<file path="src/rtl/ivector_arb_if.sv">
// Request/indication bundle for ivector_arb: say(meth, v) in, heard(meth, v) out.
interface ivector_arb_if #(
    parameter int CHANNELS   = 10,
    parameter int DATA_WIDTH = 32,
    parameter int METH_WIDTH = 32
);
    logic                  say__ENA;
    logic [METH_WIDTH-1:0] say_meth;
    logic [DATA_WIDTH-1:0] say_v;
    logic                  say__RDY;
    logic                  heard__ENA;
    logic [METH_WIDTH-1:0] heard_meth;
    logic [DATA_WIDTH-1:0] heard_v;
    logic                  heard__RDY;
    logic [CHANNELS-1:0]   occupancy;

    modport slave (
        input  say__ENA, say_meth, say_v, heard__RDY,
        output say__RDY, heard__ENA, heard_meth, heard_v, occupancy
    );
    modport master (
        output say__ENA, say_meth, say_v, heard__RDY,
        input  say__RDY, heard__ENA, heard_meth, heard_v, occupancy
    );
endinterface

</file>
<file path="src/rtl/ivector_arb.sv">
// Per-channel FIFOs steered by meth, drained by one output arbiter.
// IVECTOR_ARB_ROUND_ROBIN_EN selects round-robin grant; otherwise fixed lowest-index priority.
module ivector_arb_chan #(
    parameter int DEPTH      = 2,
    parameter int DATA_WIDTH = 32
) (
    input  logic                  clk_i,
    input  logic                  rst_i,
    input  logic                  push_i,
    input  logic                  pop_i,
    input  logic [DATA_WIDTH-1:0] din_i,
    output logic [DATA_WIDTH-1:0] head_o,
    output logic                  full_o,
    output logic                  nempty_o,
    output logic                  occ_o
);
    localparam int PW = (DEPTH > 1) ? $clog2(DEPTH) : 1;
    localparam int CW = $clog2(DEPTH + 1);

    logic [DATA_WIDTH-1:0] mem_q [DEPTH];
    logic [PW-1:0]         wptr_q, wptr_d, rptr_q, rptr_d;
    logic [CW-1:0]         cnt_q, cnt_d;
    logic                  occ_q;

    function automatic logic [PW-1:0] wrap_inc(input logic [PW-1:0] p);
        return (p == PW'(DEPTH - 1)) ? '0 : p + 1'b1;
    endfunction

    always_comb begin
        wptr_d = wptr_q;
        rptr_d = rptr_q;
        cnt_d  = cnt_q;
        if (push_i) wptr_d = wrap_inc(wptr_q);
        if (pop_i)  rptr_d = wrap_inc(rptr_q);
        case ({push_i, pop_i})
            2'b10:   cnt_d = cnt_q + 1'b1;
            2'b01:   cnt_d = cnt_q - 1'b1;
            default: cnt_d = cnt_q;
        endcase
    end

    always_ff @(posedge clk_i) begin
        if (rst_i) begin
            wptr_q <= '0;
            rptr_q <= '0;
            cnt_q  <= '0;
            occ_q  <= 1'b0;
        end else begin
            wptr_q <= wptr_d;
            rptr_q <= rptr_d;
            cnt_q  <= cnt_d;
            occ_q  <= (cnt_d != '0);
        end
    end

    // Storage needs no reset; pointers/count define what is valid.
    always_ff @(posedge clk_i) begin
        if (push_i) mem_q[wptr_q] <= din_i;
    end

    assign head_o   = mem_q[rptr_q];
    assign full_o   = (cnt_q == CW'(DEPTH));
    assign nempty_o = (cnt_q != '0);
    assign occ_o    = occ_q;
endmodule

module ivector_arb #(
    parameter int CHANNELS   = 10,
    parameter int DEPTH      = 2,
    parameter int DATA_WIDTH = 32,
    parameter int METH_WIDTH = 32
) (
    input  logic          CLK,
    input  logic          RST,
    ivector_arb_if.slave  bus
);
    localparam int GW = (CHANNELS > 1) ? $clog2(CHANNELS) : 1;

    logic [CHANNELS-1:0]                 full, nempty, push, pop, occ;
    logic [CHANNELS-1:0][DATA_WIDTH-1:0] head;
    logic                                in_range, any, fire;
    logic [GW-1:0]                       sel, g;

    assign in_range     = (bus.say_meth < METH_WIDTH'(CHANNELS));
    assign sel          = bus.say_meth[GW-1:0];
    assign bus.say__RDY = in_range ? !full[sel] : 1'b1;

`ifdef IVECTOR_ARB_ROUND_ROBIN_EN
    logic [GW-1:0] rr_q, rr_d;
    int            idx;

    // First non-empty channel at or after rr_q, wrapping.
    always_comb begin
        g   = '0;
        any = 1'b0;
        idx = 0;
        for (int k = 0; k < CHANNELS; k++) begin
            idx = int'(rr_q) + k;
            if (idx >= CHANNELS) idx = idx - CHANNELS;
            if (!any && nempty[GW'(idx)]) begin
                any = 1'b1;
                g   = GW'(idx);
            end
        end
    end

    always_comb begin
        rr_d = rr_q;
        if (fire) rr_d = (g == GW'(CHANNELS - 1)) ? '0 : g + 1'b1;
    end

    always_ff @(posedge CLK) begin
        if (RST) rr_q <= '0;
        else     rr_q <= rr_d;
    end
`else
    always_comb begin
        g   = '0;
        any = |nempty;
        for (int k = CHANNELS - 1; k >= 0; k--) begin
            if (nempty[GW'(k)]) g = GW'(k);
        end
    end
`endif

    // Nothing fires while reset is being applied.
    assign fire           = any && bus.heard__RDY && !RST;
    assign bus.heard__ENA = fire;
    assign bus.heard_meth = fire ? METH_WIDTH'(g) : '0;
    assign bus.heard_v    = fire ? head[g] : '0;
    assign bus.occupancy  = occ;

    for (genvar i = 0; i < CHANNELS; i++) begin : g_chan
        assign push[i] = bus.say__ENA && in_range && (sel == GW'(i)) && !full[i];
        assign pop[i]  = fire && (g == GW'(i));

        ivector_arb_chan #(
            .DEPTH      (DEPTH),
            .DATA_WIDTH (DATA_WIDTH)
        ) u_chan (
            .clk_i    (CLK),
            .rst_i    (RST),
            .push_i   (push[i]),
            .pop_i    (pop[i]),
            .din_i    (bus.say_v),
            .head_o   (head[i]),
            .full_o   (full[i]),
            .nempty_o (nempty[i]),
            .occ_o    (occ[i])
        );
    end
endmodule

</file>
<file path="src/flat_wrapper.sv">
// flat-port wrapper written by rule: the top's interface ports become plain ports
module ivector_arb_flat 
#(
    parameter int CHANNELS   = 10,
    parameter int DEPTH      = 2,
    parameter int DATA_WIDTH = 32,
    parameter int METH_WIDTH = 32
)
  (CLK, RST, bus_say__ENA, bus_say_meth, bus_say_v, bus_heard__RDY, bus_say__RDY, bus_heard__ENA, bus_heard_meth, bus_heard_v, bus_occupancy);
  ivector_arb_if #(.CHANNELS(CHANNELS), .DATA_WIDTH(DATA_WIDTH), .METH_WIDTH(METH_WIDTH)) bus_i ();
  input  logic CLK;
  input  logic RST;
  input wire logic [$bits(bus_i.say__ENA)-1:0] bus_say__ENA;
  input wire logic [$bits(bus_i.say_meth)-1:0] bus_say_meth;
  input wire logic [$bits(bus_i.say_v)-1:0] bus_say_v;
  input wire logic [$bits(bus_i.heard__RDY)-1:0] bus_heard__RDY;
  output wire logic [$bits(bus_i.say__RDY)-1:0] bus_say__RDY;
  output wire logic [$bits(bus_i.heard__ENA)-1:0] bus_heard__ENA;
  output wire logic [$bits(bus_i.heard_meth)-1:0] bus_heard_meth;
  output wire logic [$bits(bus_i.heard_v)-1:0] bus_heard_v;
  output wire logic [$bits(bus_i.occupancy)-1:0] bus_occupancy;
  assign bus_i.say__ENA = bus_say__ENA;
  assign bus_i.say_meth = bus_say_meth;
  assign bus_i.say_v = bus_say_v;
  assign bus_i.heard__RDY = bus_heard__RDY;
  assign bus_say__RDY = bus_i.say__RDY;
  assign bus_heard__ENA = bus_i.heard__ENA;
  assign bus_heard_meth = bus_i.heard_meth;
  assign bus_heard_v = bus_i.heard_v;
  assign bus_occupancy = bus_i.occupancy;
  ivector_arb #(.CHANNELS(CHANNELS), .DEPTH(DEPTH), .DATA_WIDTH(DATA_WIDTH), .METH_WIDTH(METH_WIDTH)) u_core (.CLK(CLK), .RST(RST), .bus(bus_i));
endmodule
</file>
<file path="config.mk">
export PLATFORM = sky130hd
export DESIGN_NAME = ivector_arb_flat
export DESIGN_NICKNAME = d
export VERILOG_FILES = /design/src/rtl/ivector_arb_if.sv /design/src/rtl/ivector_arb.sv /design/src/flat_wrapper.sv
export SDC_FILE = /design/constraint.sdc
export NUM_CORES = 1
export LEC_CHECK = 0
export CORE_ASPECT_RATIO = 0.7
export CORE_UTILIZATION = 38
export CTS_BUF_LIST = sky130_fd_sc_hd__clkbuf_4 sky130_fd_sc_hd__clkbuf_8 sky130_fd_sc_hd__clkbuf_16
export DETAILED_ROUTE_END_ITERATION = 10
export SYNTH_ARGS = -nofsm -noshare
export SYNTH_HDL_FRONTEND = slang
export SYNTH_SLANG_ARGS = --single-unit
</file>
<file path="constraint.sdc">
create_clock -name CLK -period 10.3 [get_ports CLK]
set_input_delay 1.545 -clock CLK [delete_from_list [all_inputs] [get_ports CLK]]
set_output_delay 1.545 -clock CLK [all_outputs]
set_load 0.01 [all_outputs]
</file>
## Word level (Yosys, flattened, before mapping)

Memory sizes are Yosys's and may differ from the RTL's. A register that Yosys moved wholly into a read port is not among the register bits.
Index checks and enable logic that the tools add are counted.

| word-level totals | value |
|---|---|
| bits in registers | 50 |
| memory bits (writable) | 640 |
| logic and storage cells | 294 |
| memories | 10 |

Memories:

| memory | words | width | rd ports | clocked after memory_dff | wr ports | RTL line | source |
|---|---|---|---|---|---|---|---|
| u_core.g_chan[0].u_chan.mem_q | 2 | 32 | 1 | 1 | 1 | ivector_arb.sv:20 | `logic [DATA_WIDTH-1:0] mem_q [DEPTH];` |
| u_core.g_chan[1].u_chan.mem_q | 2 | 32 | 1 | 1 | 1 | ivector_arb.sv:20 |  |
| u_core.g_chan[2].u_chan.mem_q | 2 | 32 | 1 | 1 | 1 | ivector_arb.sv:20 |  |
| u_core.g_chan[3].u_chan.mem_q | 2 | 32 | 1 | 1 | 1 | ivector_arb.sv:20 |  |
| u_core.g_chan[4].u_chan.mem_q | 2 | 32 | 1 | 1 | 1 | ivector_arb.sv:20 |  |
| u_core.g_chan[5].u_chan.mem_q | 2 | 32 | 1 | 1 | 1 | ivector_arb.sv:20 |  |
| 4 more memories | - | - | - | - | - | - |  |

| operators by class | value |
|---|---|
| add/subtract/negate cells | 40 |
| magnitude comparators | 3 |
| equality and inequality tests | 48 |
| muxes and demuxes | 85 |
| reduce and logical (&&, ||, !) cells | 68 |

Operators by type and width:

| cell | count |
|---|---|
| $bmux W32 S4 | 1 |
| $mux W32 | 2 |
| $mux W1 | 62 |
| $eq A2 B2 Y1 const B | 20 |
| $pmux W2 S2 | 10 |
| $reduce_bool A2 Y1 | 20 |
| $mux W4 | 9 |
| $logic_and A1 B1 Y1 | 33 |
| $eq A4 B3 Y1 const B | 8 |
| $lt A32 B4 Y1 const B | 1 |
| $add A1 B1 Y1 const B | 20 |
| $add A2 B1 Y2 const B | 10 |
| $eq A2 B1 Y1 const B | 10 |
| $sub A2 B1 Y2 const B | 10 |
| $eq A4 B2 Y1 const B | 4 |
| $eq A4 B4 Y1 const B | 4 |
| $logic_not A1 Y1 | 12 |
| $lt A4 B5 Y1 const B | 2 |
| $reduce_or A10 Y1 | 1 |
| $eq A4 B1 Y1 const B | 2 |
| $logic_not A4 Y1 | 2 |
| $bmux W1 S4 | 1 |

## Depth between registers and ports, before layout

Gate-level depths: netlist (run 1).

| depth | value |
|---|---|
| depth in word-level cells | 14 |
| mapped depth | 12 |
| gate-level depth less buffers | 11 |

## Hierarchy

Synthesis (run 1) repeated with hierarchy kept, for this count alone.

| second synthesis, totals | value |
|---|---|
| cell total of the unflattened synthesis | 1666 |
| area total of the unflattened synthesis | 28265.9 um^2 |

By module, submodules not included:

| module | times used | cells an instance | area an instance (um^2) | sequential area each (um^2) |
|---|---|---|---|---|
| ivector_arb_chan | 10 | 127 | 2556.2 | 2042.0 |
| ivector_arb | 1 | 396 | 2703.8 | 0.0 |

## Least setup slack after synthesis (run 1)

No wires, ideal clock.

| timing | value |
|---|---|
| kind | input-to-reg |
| start point | in bus_say_meth[21] |
| end point | mem u_core.g_chan[0].u_chan.mem_q[0][0], enable pin |
| setup time | 421 ps |
| arrival time | 4013 ps |
| required time | 9879 ps |
| path slack | 5866 ps |
| stages | 5 |
| cells stage by stage | nor4_1 > nand4_1 > nor4_1 > nand2_1 > nor2_1 |

| between the ends | value |
|---|---|
| word-level cells in the longest chain between the ends | 6 |

Ends and longest elaborated chain:

| element | RTL line | source |
|---|---|---|
| from (decl) | flat_wrapper.sv:14 | `input wire logic [$bits(bus_i.say_meth)-1:0] bus_say_meth;` |
| $lt A32 B4 Y1 | ivector_arb.sv:84 | `assign in_range = (bus.say_meth < METH_WIDTH'(CHANNELS));` |
| $logic_and A1 B1 Y1 (3 in a row) | ivector_arb.sv:134 | `assign push[i] = bus.say__ENA && in_range && (sel == GW'(i)) && !full[i];` |
| $mux W1 | ivector_arb.sv:58 | `if (push_i) mem_q[wptr_q] <= din_i;` |
| $mux W1 (not written as such) | ivector_arb.sv:58 |  |
| to (decl) | ivector_arb.sv:20 |  |

No other way between the ends.

## Worst setup path in the final report (run 1)

| timing | value |
|---|---|
| start point | in RST |
| end point | out bus_heard_v[1] |

| between the ends | value |
|---|---|
| word-level cells in the longest chain between the ends | 3 |

Ends and longest elaborated chain:

| element | RTL line | source |
|---|---|---|
| from (decl) | flat_wrapper.sv:12 | `input logic RST;` |
| $logic_not A1 Y1 | ivector_arb.sv:127 | `assign fire = any && bus.heard__RDY && !RST;` |
| $logic_and A1 B1 Y1 | ivector_arb.sv:127 |  |
| $mux W32 | ivector_arb.sv:130 | `assign bus.heard_v = fire ? head[g] : '0;` |
| to (decl) | flat_wrapper.sv:20 | `output wire logic [$bits(bus_i.heard_v)-1:0] bus_heard_v;` |

No other way between the ends.

==> results.yml, run 1 <==
status:
  status: "completed"
clocking:
  insertion_delay_ns: 0.59
  clk_pin_slew_ns: 0.06
  cts-resized-gates: 0
  cts_hold_buf: 0
  clockBufferDepth: 3
  cts_setup_buffers: 0
  cts_tree: "done"
  root_buffer: "clkbuf_16"
  numCtsBuffers: 53
  htreeDepth: 2
  cts_sinks: 566
route:
  post_drt_wl_per_cell_um: 22.8
  num_vias: 13000
  viasPerCell: 5.20
  drtAntennaViolNets: 0
  wl_um: 57300
  firstDrtPassIters: 5
  drc: 0
  drt-initial-drc-count: 1118
grt:
  grt_pass1_vias: 12900
  grt_pass1_wl_um: 84800
  antenna_found_initial: 2
  grt_max_degree: 64
  grtUsageTotal_pct: 18.4
  overflow: 0
die:
  std_cell_rows: 75
  start_util_pct: 38.6
  die_w_um: 297
  core_area_um2: 60100
  fp.dieH_um: 209
  ios: 144
  design.die.area_um2: 62000
sta:
  setup_viol: 0
  min_period_ns: 6.43
  tns_ns: 0
  worst_slack_ns: 3.87
  max_freq_ghz: 0.156
  final_max_slew_viol_count: 0
  final_hold_viol_count: 0
  rsz0062_at_grt: "false"
  finalClockSkew_ns: 0.0200
  worst_slew_pin_slew_ns: 1.32
  relSlewSlack_pct: 11.4
  finalCritPeriodShare_pct: 62.4
power_and_ir_drop:
  power_w: 0.00448
  ir_drop_v: 0.000145
  p_leak_nw: 8.20
  powerDensity_nw_per_um2: 167
hold_path:
  hp-class: "reg -> reg"
placed_design:
  place_congestion: 0.771
  dp_cells: 2411
  place_ws_ns: 3.88
  dp_hpwl_um: 30700
  port_buffers: 114
synthesis:
  synth_cells: 1551
  yosysWarnings: 0
  synth_edf_count: 512
  yosysSeqAreaShare_pct: 71.0
  synth_seq_cells: 566
  async_flop_share_pct: 0
  yosys.cell_types.count: 54
  syn_area_um2: 23200
  avgSynthCellArea_um2: 14.9
  synth_ff_type: "edfxtp_1"
critical_path:
  worstPathArrival_ns: 4.88
  setup.worst_path.start_class: "input port"
  cp_max_fo: 56
  critPathKind: "in -> out"
  critPathRequiredTime_ns: 8.76
  critPathCaptureType: "output pin"
final_layout:
  seqCellArea_um2: 16500
  antenna_cells: 0
  multi_input_area_um2: 6160
  final_nets: 1738
  layout.cells.non_filler: 2509
  final_cell_mix: "edfxtp_1 (512), mux2i_1 (220), clkdlybuf4s50_1 (113)"
  syn_to_final_growth_pct: 15.8
  drive_gt1_share_pct: 11.2
  final_common_cell: "edfxtp_1"
  nFillCells: 5323
job:
  maxCapViolCount: 0
==> Yosys cell counts, drive strengths merged, types with 20 or more instances <==
library cell | instances | area, um2
edfxtp | 512 | 15400
mux2i | 220 | 2200
nor2 | 116 | 448
nand2 | 105 | 397
buf | 76 | 529
dfxtp | 54 | 1080
clkbuf | 49 | 184
nor3 | 45 | 258
a211oi | 43 | 323
nand3 | 37 | 185
xnor2 | 33 | 289
nor2b | 28 | 175
o21ai | 26 | 141
a221oi | 24 | 223
a21oi | 23 | 115
inv | 23 | 86.3
mux2 | 20 | 225
==> sequential cells by signal (all words and copies together) (netlist names), named ones only <==
name                         count
u_core.g_chan.u_chan.mem_q     512
u_core.g_chan.u_chan.cnt_q      20
u_core.g_chan.u_chan.occ_o      10
u_core.g_chan.u_chan.rptr_q      8
u_core.g_chan.u_chan.wptr_q      8
==> stage by stage <==
step | util, % | cell area [um2] | hold WS, ns
after floorplan | - | 23300 | 0.472
after global placement | 41.8 | 25100 | 0.485
after detailed placement | 41.8 | 25100 | 0.496
after CTS | 44.7 | 26800 | 0.517
after global routing | 44.7 | 26800 | 0.557
final | 44.7 | 26800 | 0.517
==> cell families after synthesis <==
group | after synthesis | share of synthesized area [%]
xor+xnor | 42 | 1.59
buf+inv | 148 | 3.45
mux | 240 | 10.5
other cells | 1 | 0.0162
fa+ha+maj | 12 | 0.648
compound gates | 176 | 5.31
simple gates | 366 | 7.49
flops | 566 | 71.0
==> routing by layer <==
layer  wire length [um]  GRT usage, %  vias to the layer above
met1              27500          27.5                     6592
met2              25600          28.4                      358
met4                919          3.79                        4
met3               3310          3.07                       78
met5                 24             0                        -
li1                   -             -                     6015
==> where the power goes <==
group	switching (W)	internal (W)	leakage [nW]
sequential	0.0000000000000730	0.00250	5.04
combinational	0.0000419	0.0000244	2.31
clock	0.000835	0.00108	0.853
total	0.000877	0.00360	8.20
==> worst max-delay path, cell delays in order <==
cell and delay [ns]:
buf_2 0.75, nor2b_1 0.23, nand3_1 0.15, or2_2 0.12
buf_4 0.67, inv_2 0.12, a32oi_1 0.23, o221ai_1 0.14
a221o_1 0.37, clkdlybuf4s50_1 0.51
==> layout make-up <==
cell class | count | area share [%]
Sequential cell | 566 | 61.4
Multi-Input combinational cell | 865 | 23.0
Clock buffer | 71 | 5.47
Timing Repair Buffer | 149 | 5.21
Tap cell | 808 | 3.77
Clock inverter | 27 | 0.886
Inverter | 23 | 0.322
==> worst paths after layout <==
path / depth (start not counted) / slack [ns] / startpoint / end
worst max-delay path: 10 / 3.87 / RST / bus_heard_v[1]
worst min-delay path: 2 / 0.52 / u_core.g_chan[1].u_chan.rptr_q / u_core.g_chan[1].u_chan.rptr_q
worst max register to register: 10 / 6.36 / u_core.g_chan[0].u_chan.cnt_q[0] / u_core.g_chan[0].u_chan.occ_o
worst min register to register: 2 / 0.52 / u_core.g_chan[1].u_chan.rptr_q / u_core.g_chan[1].u_chan.rptr_q
(Power assumes the default switching activity.)
==> inputs of run 2 (changes only) <==
Clock period 10.3 ns to 5.4 ns, I/O delays scaled along.
==> run 2 against run 1 <==
Effect of this change:
- worst hold slack got worse by 0.0055 ns
- via count grew 1.5%
- critical path depth fell by 3
- clock skew grew 0.0032 ns
- non-clock buffer count increased by 11
- first-iteration DRC count grew 6.8%
- combinational power is 98% higher
- sequential share of layout area decreased by 0.35 points
- critical endpoint is now bus_heard_v[10]
- largest power group unchanged
==> results.yml, run 2 (synthesized netlist as in run 1, its figures left out) <==
clocking:
  insertion_delay_ns: 0.61
  numCtsBuffers: 54
  clockBufferDepth: 3
  cts_sinks: 566
  cts_tree: "done"
  cts_hold_buf: 0
  htreeDepth: 2
  root_buffer: "clkbuf_16"
  clk_pin_slew_ns: 0.06
  cts_setup_buffers: 0
  cts-resized-gates: 0
die:
  design.die.area_um2: 62000
  die_w_um: 297
  start_util_pct: 38.6
  ios: 144
  std_cell_rows: 75
  fp.dieH_um: 209
  core_area_um2: 60100
sta:
  tns_ns: 0
  final_hold_viol_count: 0
  final_max_slew_viol_count: 0
  finalClockSkew_ns: 0.0233
  worst_slew_pin_slew_ns: 1.12
  relSlewSlack_pct: 25.6
  min_period_ns: 5.00
  finalCritPeriodShare_pct: 92.7
  setup_viol: 0
  max_freq_ghz: 0.200
  rsz0062_at_grt: "false"
route:
  num_vias: 13200
  dr_wl_met3_um: 3810
  top_layer: "met4"
  post_drt_wl_per_cell_um: 23.6
  wl_met1_um: 28000
  wl_um: 59300
  viasPerCell: 5.26
  drtAntennaViolNets: 0
  firstDrtPassIters: 5
  drc: 0
  met2WireLength_um: 26500
  drt-initial-drc-count: 1194
critical_path:
  critPathRequiredTime_ns: 4.59
  critPathKind: "reg -> out"
  worstReg2RegEnd: "u_core.g_chan[0].u_chan.occ_o"
  ff2ff_setup_slack_ns: 1.72
  setup.worst_path.start_class: "flip-flop"
  cp_max_fo: 15
  worstPathArrival_ns: 4.19
  critPathCaptureType: "output pin"
  r2r_cells: 10
  r2r-start: "u_core.g_chan[0].u_chan.cnt_q[0]"
final_layout:
  final_cell_mix: "edfxtp_1 (512), mux2i_1 (220), clkdlybuf4s50_1 (113)"
  drive_gt1_share_pct: 11.4
  final_common_cell: "edfxtp_1"
  largest-register: "u_core.g_chan.u_chan.mem_q"
  syn_to_final_growth_pct: 16.4
  final_area_um2: 27000
  antenna_cells: 0
  largest_register_ffs: 512
  final_nets: 1750
placed_design:
  place_congestion: 0.804
  port_buffers: 114
  place_area_um2: 25300
  dp_hpwl_um: 34600
hold_path:
  min-delay-start: "u_core.g_chan[5].u_chan.rptr_q"
  hp-class: "reg -> reg"
  min_path_cells: 2
grt:
  grt_pass1_wl_um: 88000
  overflow: 0
  antenna_found_initial: 0
  grt_pass1_vias: 13300
  grtUsageTotal_pct: 19.1
  grt_max_degree: 56
power_and_ir_drop:
  p_leak_nw: 8.27
  powerDensity_nw_per_um2: 314
  ir_drop_v: 0.000239
status:
  status: "completed"
job:
  maxCapViolCount: 0
-- run 2: metrics by stage --
stage / cells / hold WS (ns) / total power, W / util, % / worst slack [ns]
after floorplan: 1579 / 0.472 / 0.00490 / - / 1.70
after global placement: 2422 / 0.486 / 0.00499 / 42.2 / 0.749
after detailed placement: 2422 / 0.492 / 0.00499 / 42.2 / 0.629
after CTS: 2516 / 0.506 / 0.00856 / 44.9 / 0.360
after global routing: 2516 / 0.534 / 0.00873 / 44.9 / 0.182
final: 2516 / 0.511 / 0.00848 / 44.9 / 0.395
-- run 2: where the power goes --
part           internal [W]  total (W)       switching, W
registers           0.00477    0.00477  0.000000000000299
logic             0.0000470   0.000131          0.0000840
clock network       0.00198    0.00358            0.00160
-- run 2: layout make-up --
cell class / count / area, um2
tap: 808 / 1010
fill: 5334 / 33100
clock inverter: 25 / 159
sequential: 566 / 16500
multi-input combinational: 865 / 6160
clock buffer: 69 / 1480
inverter: 23 / 86.3
timing repair buffer: 160 / 1620
-- run 2: worst max-delay path: stages (launching register included) --
cell	delay (ns)
dfxtp_1	0.39
or4_1	0.91
a311oi_1	0.48
nand2b_1	0.41
nor2_1	0.25
a32oi_1	0.29
o211ai_1	0.26
clkdlybuf4s50_1	0.59
-- run 2: worst max path at each step --
stage	startpoint	to	slack (ns)
3_5_place_dp	bus_heard__RDY	bus_heard_v[12]	0.63
5_1_grt	u_core.g_chan[0].u_chan.cnt_q[0]	bus_heard_v[10]	0.18
3_3_place_gp	bus_heard__RDY	bus_heard_v[9]	0.75
6_report	u_core.g_chan[0].u_chan.cnt_q[0]	bus_heard_v[10]	0.40
4_1_cts	u_core.g_chan[0].u_chan.cnt_q[0]	bus_heard_v[10]	0.36
2_1_floorplan	bus_say_meth[21]	u_core.g_chan[0].u_chan.mem_q[0][0]	1.70
-- run 2: layer usage --
layer	track usage (%)	vias to the layer above
met5	0	-
met3	3.60	73
met2	29.5	420
met1	28.0	6699
met4	4.11	0
li1	-	6054
==> inputs of run 3 (changes only) <==
Settings changed: CAP_MARGIN from default to 40, CORE_UTILIZATION 38 to 50, PLACE_DENSITY from default to 0.72.
==> run 3 against run 2 <==
Effect of this change:
- worst hold slack better by 0.0032 ns
- total power about the same
- core utilization increased by 14 points
- fmax shrank 3.2%
- sequential power barely moved
- critical path depth did not move
- global-route usage rose by 4.7 points
- combinational power is essentially flat
- sequential share of layout area grew 0.57 points
- clock power about the same
==> results.yml, run 3 (synthesized netlist as in run 1, its figures left out) <==
route:
  drt-initial-drc-count: 1521
  viasPerCell: 5.86
  wl_um: 56100
  drtAntennaViolNets: 0
  num_vias: 13600
  post_drt_wl_per_cell_um: 24.2
  firstDrtPassIters: 5
  drc: 0
clocking:
  root_buffer: "clkbuf_16"
  clockBufferDepth: 3
  cts_hold_buf: 0
  cts_tree: "done"
  cts_sinks: 566
  cts_setup_buffers: 0
  cts-resized-gates: 0
  numCtsBuffers: 51
  htreeDepth: 2
  insertion_delay_ns: 0.58
  clk_pin_slew_ns: 0.06
critical_path:
  worstPathArrival_ns: 4.36
  cp_max_fo: 15
  critPathKind: "reg -> out"
  worst_path_largest_cell_delay_ns: 0.94
  ff2ff_setup_slack_ns: 1.57
  critPathRequiredTime_ns: 4.59
  critPathCaptureType: "output pin"
  cp_cell_sequence: "or4_1 -> a311oi_1 -> nand2b_1 -> nor2_1 -> a32oi_1 -> o211ai_1 -> clkdlybuf4s50_1"
  setup.worst_path.start_class: "flip-flop"
  crit_path_top_delay_cell: "or4_1"
power_and_ir_drop:
  power_w: 0.00849
  power.share.sequential_pct: 56.2
  p_comb_share_pct: 1.5
  clockPowerShare_pct: 42.3
  power.switching_w: 0.00163
  power.share.switching_pct: 19.2
  p_int_w: 0.00686
  powerDensity_nw_per_um2: 317
  p_leak_nw: 8.28
  ir_drop_v: 0.000210
final_layout:
  final_common_cell: "edfxtp_1"
  seqCellArea_um2: 16500
  largest-register: "u_core.g_chan.u_chan.mem_q"
  nFillCells: 3435
  drive_gt1_share_pct: 11.5
  final_cell_mix: "edfxtp_1 (512), mux2i_1 (220), clkdlybuf4s50_1 (113)"
  final_nets: 1748
  syn_to_final_growth_pct: 15.4
  multi_input_area_um2: 6160
  layout.cells.non_filler: 2314
  largest_register_ffs: 512
sta:
  finalCritPeriodShare_pct: 95.7
  relSlewSlack_pct: 41.4
  worst_slack_ns: 0.232
  final_hold_viol_count: 0
  min_period_ns: 5.17
  setup_viol: 0
  final_max_slew_viol_count: 0
  tns_ns: 0
  finalClockSkew_ns: 0.0191
  rsz0062_at_grt: "false"
  worst_slew_pin_slew_ns: 0.877
  max_freq_ghz: 0.193
hold_path:
  hp-class: "reg -> reg"
die:
  die_w_um: 259
  design.die.area_um2: 47200
  fp.dieH_um: 182
  start_util_pct: 51.1
  core_area_um2: 45400
  ios: 144
  std_cell_rows: 65
placed_design:
  place_ws_ns: 0.683
  dp_hpwl_um: 33600
  place_congestion: 0.826
  dp_cells: 2217
  port_buffers: 114
grt:
  overflow: 0
  busiest_layer: "met2"
  grt_pass1_vias: 13400
  met3_usage_pct: 3.79
  grtUsageTotal_pct: 23.8
  antenna_found_initial: 1
  gr-usage-met2_pct: 37.0
  grt_max_degree: 56
  grtUsageMet1_pct: 35.8
  grt_pass1_wl_um: 84000
job:
  maxCapViolCount: 0
status:
  status: "completed"
-- run 3: critical path, delay by kind of cell, from the launching register on --
family	cells	cell delay [ns]
and+or+nand+nor	3	1.86
buffers and inverters	1	0.55
AOI/OAI and AO/OA	3	0.99
DFF	1	0.37
-- run 3: worst paths after layout --
kind	endpoint	from	cells after the start
worst max register to register	u_core.g_chan[0].u_chan.occ_o	u_core.g_chan[0].u_chan.cnt_q[1]	9
worst max-delay path	bus_heard_v[10]	u_core.g_chan[0].u_chan.cnt_q[1]	7
worst min register to register	u_core.g_chan[1].u_chan.rptr_q	u_core.g_chan[1].u_chan.rptr_q	2
worst min-delay path	u_core.g_chan[1].u_chan.rptr_q	u_core.g_chan[1].u_chan.rptr_q	2
-- run 3: power groups by stage --
stage	registers [W]	clock network (W)	logic (W)
after CTS	0.00477	0.00362	0.000129
after global placement	0.00486	0	0.000123
after floorplan	0.00486	0	0.0000386
after global routing	0.00477	0.00380	0.000141
final	0.00477	0.00359	0.000131
after detailed placement	0.00486	0	0.000128
-- run 3: cell type report --
| cell class | count | share of cell area (%) |
|---|---|---|
| clock buffers | 68 | 5.32 |
| repair buffers | 161 | 6.01 |
| flip-flops and latches | 566 | 61.6 |
| clock inverters | 27 | 0.889 |
| well taps | 603 | 2.82 |
| diodes | 1 | 0.00936 |
| inverters | 23 | 0.323 |
| multi-input cells | 865 | 23.0 |
-- run 3: layer usage --
metal / share of wire (%) / wire [um]
met5: 0.023 / 13
met4: 1.6 / 885
met3: 8.2 / 4580
met2: 46 / 25800
met1: 44 / 24900
-- run 3: through the flow --
stage / hold slack, ns / utilization [%] / instance area [um2]
3_3_place_gp: 0.486 / 55.2 / 25000
5_1_grt: 0.533 / 58.9 / 26700
3_5_place_dp: 0.487 / 55.2 / 25100
6_report: 0.514 / 58.9 / 26700
2_1_floorplan: 0.472 / - / 23300
4_1_cts: 0.518 / 58.9 / 26700
